[config.mk]
export PLATFORM = sky130hd
export DESIGN_NAME = bar_shifter_param
export DESIGN_NICKNAME = d
export VERILOG_FILES = /design/src/rtl/bar_pkg.sv /design/src/rtl/step_prescaler.sv /design/src/rtl/bar_shifter_param.sv
export SDC_FILE = /design/constraint.sdc
export NUM_CORES = 1
export LEC_CHECK = 0
export BUFFER_PORTS_ARGS = -buffer_cell sky130_fd_sc_hd__buf_2
export CAP_MARGIN = 30
export CELL_PAD_IN_SITES_DETAIL_PLACEMENT = 1
export CELL_PAD_IN_SITES_GLOBAL_PLACEMENT = 2
export CORE_MARGIN = 2
export CORE_UTILIZATION = 32
export DETAILED_ROUTE_END_ITERATION = 10
export PLACE_DENSITY_LB_ADDON = 0.1
export SKIP_LAST_GASP = 1
export SYNTH_ARGS = -nofsm -noshare
export SYNTH_HDL_FRONTEND = slang
export SYNTH_SLANG_ARGS = --single-unit
[constraint.sdc]
create_clock -name clk -period 3.5 [get_ports clk]
set_input_delay 0.7 -clock clk [delete_from_list [all_inputs] [get_ports clk]]
set_output_delay 0.7 -clock clk [all_outputs]
set_load 0.01 [all_outputs]
[src/rtl/bar_pkg.sv]
// Shared types and default sizing for the lab bar-shifter family.
// Holds the run-state and direction encodings used by the shifter and its bench.
package bar_pkg;

    typedef enum logic {
        ST_OFF = 1'b0,
        ST_RUN = 1'b1
    } state_t;

    typedef enum logic {
        DIR_DOWN = 1'b0,
        DIR_UP   = 1'b1
    } dir_t;

    localparam int DEF_WIDTH    = 16;
    localparam int DEF_STEP_DIV = 1;

endpackage

[src/rtl/step_prescaler.sv]
// Step-rate divider: counts enabled cycles 0..DIV-1 and flags the last one as a tick.
// Latency: tick is combinational from the registered count; first tick DIV enabled cycles after clear.
// Backpressure: none; en pauses the count, clr forces it to zero and suppresses the tick.
module step_prescaler #(
    parameter int  DIV   = 1,
    localparam int CNT_W = (DIV > 1) ? $clog2(DIV) : 1
) (
    input  logic clk,
    input  logic rst_n,
    input  logic en,
    input  logic clr,
    output logic tick
);

    localparam logic [CNT_W-1:0] CNT_MAX = CNT_W'(DIV - 1);

    logic [CNT_W-1:0] cnt_q;
    logic [CNT_W-1:0] cnt_d;

    always_comb begin
        cnt_d = cnt_q;
        tick  = 1'b0;
        if (clr) begin
            cnt_d = '0;
        end else if (en) begin
            if (cnt_q == CNT_MAX) begin
                cnt_d = '0;
                tick  = 1'b1;
            end else begin
                cnt_d = cnt_q + 1'b1;
            end
        end
    end

    always_ff @(posedge clk) begin
        if (!rst_n) begin
            cnt_q <= '0;
        end else begin
            cnt_q <= cnt_d;
        end
    end

endmodule

[src/rtl/bar_shifter_param.sv]
// Thermometer LED bar that fills/drains one segment per prescaled tick; BAR_SHIFTER_BOUNCE_EN adds auto-bounce.
// Latency: first level change STEP_DIV edges after enable is first sampled high; out/position/step registered.
// Backpressure: none; enable low clears the bar on the next edge, ends saturate without wrapping.
module bar_shifter_param
    import bar_pkg::*;
#(
    parameter int  WIDTH    = DEF_WIDTH,
    parameter int  STEP_DIV = DEF_STEP_DIV,
    localparam int LVL_W    = $clog2(WIDTH + 1)
) (
    input  logic             clk,
    input  logic             rst_n,
    input  logic             enable,
    input  logic             increase,
`ifdef BAR_SHIFTER_BOUNCE_EN
    input  logic             auto_mode,
`endif
    output logic [WIDTH-1:0] out,
    output logic [LVL_W-1:0] position,
    output logic             full,
    output logic             empty,
    output logic             step
);

    localparam logic [LVL_W-1:0] LVL_FULL = LVL_W'(WIDTH);

    state_t           state_q, state_d;
    logic [LVL_W-1:0] lvl_q, lvl_d;
    logic [WIDTH-1:0] out_q, out_d;
    logic             step_q, step_d;
    logic             run_en;
    logic             tick;
    logic             go_up;

    // Prescaler only advances on cycles already in RUN, so it restarts from 0 on entry.
    assign run_en = (state_q == ST_RUN) && enable;

    step_prescaler #(
        .DIV (STEP_DIV)
    ) u_prescaler (
        .clk   (clk),
        .rst_n (rst_n),
        .en    (run_en),
        .clr   (!run_en),
        .tick  (tick)
    );

`ifdef BAR_SHIFTER_BOUNCE_EN
    dir_t dir_q, dir_d;
    assign go_up = auto_mode ? (dir_q == DIR_UP) : increase;
`else
    assign go_up = increase;
`endif

    always_comb begin
        state_d = state_q;
        lvl_d   = lvl_q;
        step_d  = 1'b0;
`ifdef BAR_SHIFTER_BOUNCE_EN
        dir_d   = dir_q;
`endif
        if (!enable) begin
            state_d = ST_OFF;
            lvl_d   = '0;
`ifdef BAR_SHIFTER_BOUNCE_EN
            dir_d   = DIR_UP;
`endif
        end else if (state_q == ST_OFF) begin
            state_d = ST_RUN;
        end else if (tick) begin
            if (go_up && (lvl_q != LVL_FULL)) begin
                lvl_d  = lvl_q + 1'b1;
                step_d = 1'b1;
`ifdef BAR_SHIFTER_BOUNCE_EN
                if (auto_mode && (lvl_d == LVL_FULL)) begin
                    dir_d = DIR_DOWN;
                end
`endif
            end else if (!go_up && (lvl_q != '0)) begin
                lvl_d  = lvl_q - 1'b1;
                step_d = 1'b1;
`ifdef BAR_SHIFTER_BOUNCE_EN
                if (auto_mode && (lvl_d == '0)) begin
                    dir_d = DIR_UP;
                end
`endif
            end else begin
`ifdef BAR_SHIFTER_BOUNCE_EN
                // Stuck at an end pointing outward (auto engaged after manual saturation): turn around.
                if (auto_mode) begin
                    dir_d = (dir_q == DIR_UP) ? DIR_DOWN : DIR_UP;
                end
`endif
            end
        end
    end

    always_comb begin
        out_d = '0;
        for (int i = 0; i < WIDTH; i++) begin
            out_d[i] = (LVL_W'(i) < lvl_d);
        end
    end

    always_ff @(posedge clk) begin
        if (!rst_n) begin
            state_q <= ST_OFF;
            lvl_q   <= '0;
            out_q   <= '0;
            step_q  <= 1'b0;
        end else begin
            state_q <= state_d;
            lvl_q   <= lvl_d;
            out_q   <= out_d;
            step_q  <= step_d;
        end
    end

`ifdef BAR_SHIFTER_BOUNCE_EN
    always_ff @(posedge clk) begin
        if (!rst_n) begin
            dir_q <= DIR_UP;
        end else begin
            dir_q <= dir_d;
        end
    end
`endif

    assign out      = out_q;
    assign position = lvl_q;
    assign full     = (lvl_q == LVL_FULL);
    assign empty    = (lvl_q == '0);
    assign step     = step_q;

endmodule
==> flow_metrics.py <==
metrics = {
    "finish": {
        "diodes": 0,
        "register_area_sq_um": 460.4,
        "nets": 155,
        "multi_input_area_sq_um": 529.3,
        "drive_gt1_share_pct": 29.05,
        "stdcell_area_sq_um": 1266,
        "fill_cells": 421,
        "area_growth_syn_to_layout_pct": 17.26,
    },
    "placement": {
        "place_hpwl_microns": 2081,
        "postPlaceCellArea_sq_um": 1239,
        "port_buffers": 27,
        "place.gp.congestion": 0.7310,
    },
    "clock_tree": {
        "clkSinkCount": 23,
        "hold_buffers": 0,
        "clk_pin_slew_ns": 0.12,
        "root_buffer": "clkbuf_4",
        "cts_setup_buffers": 0,
        "cts_buffer_depth": 2,
        "clk_latency_ns": 0.31,
        "post_cts_resize_count": 0,
        "htree_levels": 1,
        "cts_made_buffers": 3,
        "cts_tree": "built",
    },
    "grt": {
        "antenna_found_initial": 0,
        "gr-total-overflow": 0,
        "grt_pass1_wl_microns": 4229,
        "grt_pass1_vias": 915,
        "gr-usage-all-layers_pct": 15.11,
        "grt_max_degree": 14,
    },
    "routing": {
        "routed_via_density": 4.861,
        "drt_wl_total_microns": 2618,
        "drtAntennaViolNets": 0,
        "first_pass_iters": 4,
        "vias": 943,
        "wire_per_inst_microns": 13.49,
        "drtIter0Drc": 38,
        "drc": 0,
    },
    "synthesis": {
        "synth_ff_type": "dfxtp_1",
        "ys_types": 43,
        "yosys_warnings": 0,
        "yosysTopAreaCell": "dfxtp_1",
        "synth_nets": 128,
        "synth_top_area_share_pct": 42.64,
        "synth_common_cells": "23 x dfxtp_1, 11 x inv_1, 11 x nand2_1, 10 x a21oi_1, 7 x o21ai_0",
        "synth.area.top_cells": "dfxtp_1 43%, a21oi_1 4.6%, inv_1 3.8%, nand2_1 3.8%, o21ai_0 3.2%",
        "async_flop_share_pct": 0,
        "synthCells": 122,
        "ys_ff_latch": 23,
        "synth-edff-count": 0,
        "synth_most_common_cell": "dfxtp_1",
        "avgSynthCellArea_sq_um": 8.851,
        "ys_seq_area_share_pct": 42.64,
        "synth_area_sq_um": 1080,
    },
    "floorplan": {
        "ioPinCount": 28,
        "fp.dieW_microns": 62.09,
        "start_util_pct": 32.88,
        "fp.coreArea_sq_um": 3284,
        "fp-row-count": 21,
        "die-area_sq_um": 3855,
        "die_y_microns": 62.09,
    },
    "setup_path": {
        "crit_fanout": 13,
        "max_stage_delay_ns": 0.49,
        "start_kind": "register",
        "worstSetupPathType": "reg2reg",
        "cp.required_ns": 3.68,
        "crit_chain": "inv_1 -> ha_1 -> or3b_1 -> o21a_4 -> nand4_1 -> nand2_1 -> o21ai_2 -> o21ai_0",
        "cp-end-kind": "register",
        "crit_arrival_ns": 2.76,
        "slowest_stage": "or3b_1",
    },
    "power": {
        "p_leak_uw": 0.0005999,
        "p_per_area_nw_per_um2": 335.9,
        "irDropWorstVdd_mv": 0.1287,
    },
    "sta": {
        "max_slew_margin_pct": 61.10,
        "slew_viol_final": 0,
        "finalSetupTns_ns": 0,
        "finClkSkew_ns": 0.006973,
        "finalSetupViolations": 0,
        "finalCriticalPeriod_ns": 2.587,
        "max_freq_mhz": 386.6,
        "min_period_over_period_pct": 73.90,
        "hold_violations": 0,
        "rsz0062_at_grt": "false",
        "tightest_slew_ns": 0.5803,
    },
    "outcome": {
        "status": "finished, final reports clean",
    },
    "job": {
        "max_cap_viol_count": 0,
    },
    "min_path": {
        "hp-class": "in2reg",
    },
}
==> final cells by class <==
| cell class | count | area share (%) |
|---|---|---|
| tap | 46 | 4.545 |
| clock inverter | 1 | 0.3953 |
| timing repair buffer | 29 | 11.86 |
| multi-input combinational | 81 | 41.80 |
| clock buffer | 3 | 1.779 |
| inverter | 11 | 3.261 |
| sequential | 23 | 36.36 |
==> cells in the final DEF, fill, tap and decap left out, types with 2 or more instances in the layout <==
master     n
ha_1       2
o21ai_1    2
nand4_1    2
a31oi_1    3
o21ai_0    7
buf_2     27
nand2_1   11
a21oi_1   10
a21oi_2    3
and2_1     4
xnor2_1    2
nor2b_1    2
inv_1     11
clkbuf_4   3
buf_4      2
nor2_1     5
nand3_1    4
dfxtp_1   23
==> sequential cells by signal, summed over array words and instances (netlist names) <==
name,count
u_prescaler.cnt_q,1
out,15
step,1
position,5
state_q,1
==> metal layers <==
metal	wire, microns	track usage, %
met1	1238	20.38
met2	1248	24.70
met3	122	3.727
met4	9	2.736
met5	0	0
==> path summary, 6_finish.rpt <==
kind | slack, ns | startpoint | to | cells after the start
worst max-delay path | 0.91 | position[0] | out[5] | 8
worst min-delay path | 0.62 | rst_n | position[0] | 3
worst max register to register | 0.91 | position[0] | out[5] | 8
worst min register to register | 0.67 | position[3] | position[3] | 3
==> cell families (layout without fill, tap and decap cells) <==
| family | after synthesis | after routing | share of synthesized area [%] |
|---|---|---|---|
| AOI/OAI and AO/OA | 35 | 35 | 23.06 |
| xor gates and xnor gates | 3 | 3 | 2.434 |
| adders and majority gates | 2 | 2 | 2.317 |
| buffers and inverters | 18 | 44 | 8.342 |
| DFF | 23 | 23 | 42.64 |
| muxes | 1 | 1 | 0.9270 |
| other | 1 | 1 | 0.3473 |
| and+or+nand+nor | 39 | 39 | 19.93 |
==> critical path: cells and delay by family, from the launching register on <==
kind,cells,cell delay [ns]
flops,1,0.41
buf+inv,1,0.15
fa+ha+maj,1,0.19
simple gates,3,0.78
compound gates,3,0.92
==> stage by stage <==
step | total power [uW] | utilization, % | hold slack (ns) | setup WS, ns | cells
after floorplan | 299.2 | - | 0.6112 | 1.101 | 122
after global placement | 310.1 | 37.71 | 0.6440 | 0.9004 | 190
after detailed placement | 311.2 | 37.71 | 0.6647 | 0.8596 | 190
after CTS | 435.6 | 38.55 | 0.6057 | 0.8832 | 194
after global routing | 452.2 | 38.55 | 0.6308 | 0.6871 | 194
final | 425.3 | 38.55 | 0.6166 | 0.9134 | 194
==> where the power goes <==
group / leakage (uW) / switching, uW / internal (uW)
clock network: 0.0000177 / 77.7 / 42.7
registers: 0.000186 / 2.38 / 265
logic: 0.000396 / 23.6 / 13.7
total: 0.000600 / 104 / 322
No activity file was read; power rests on OpenSTA's default activity.
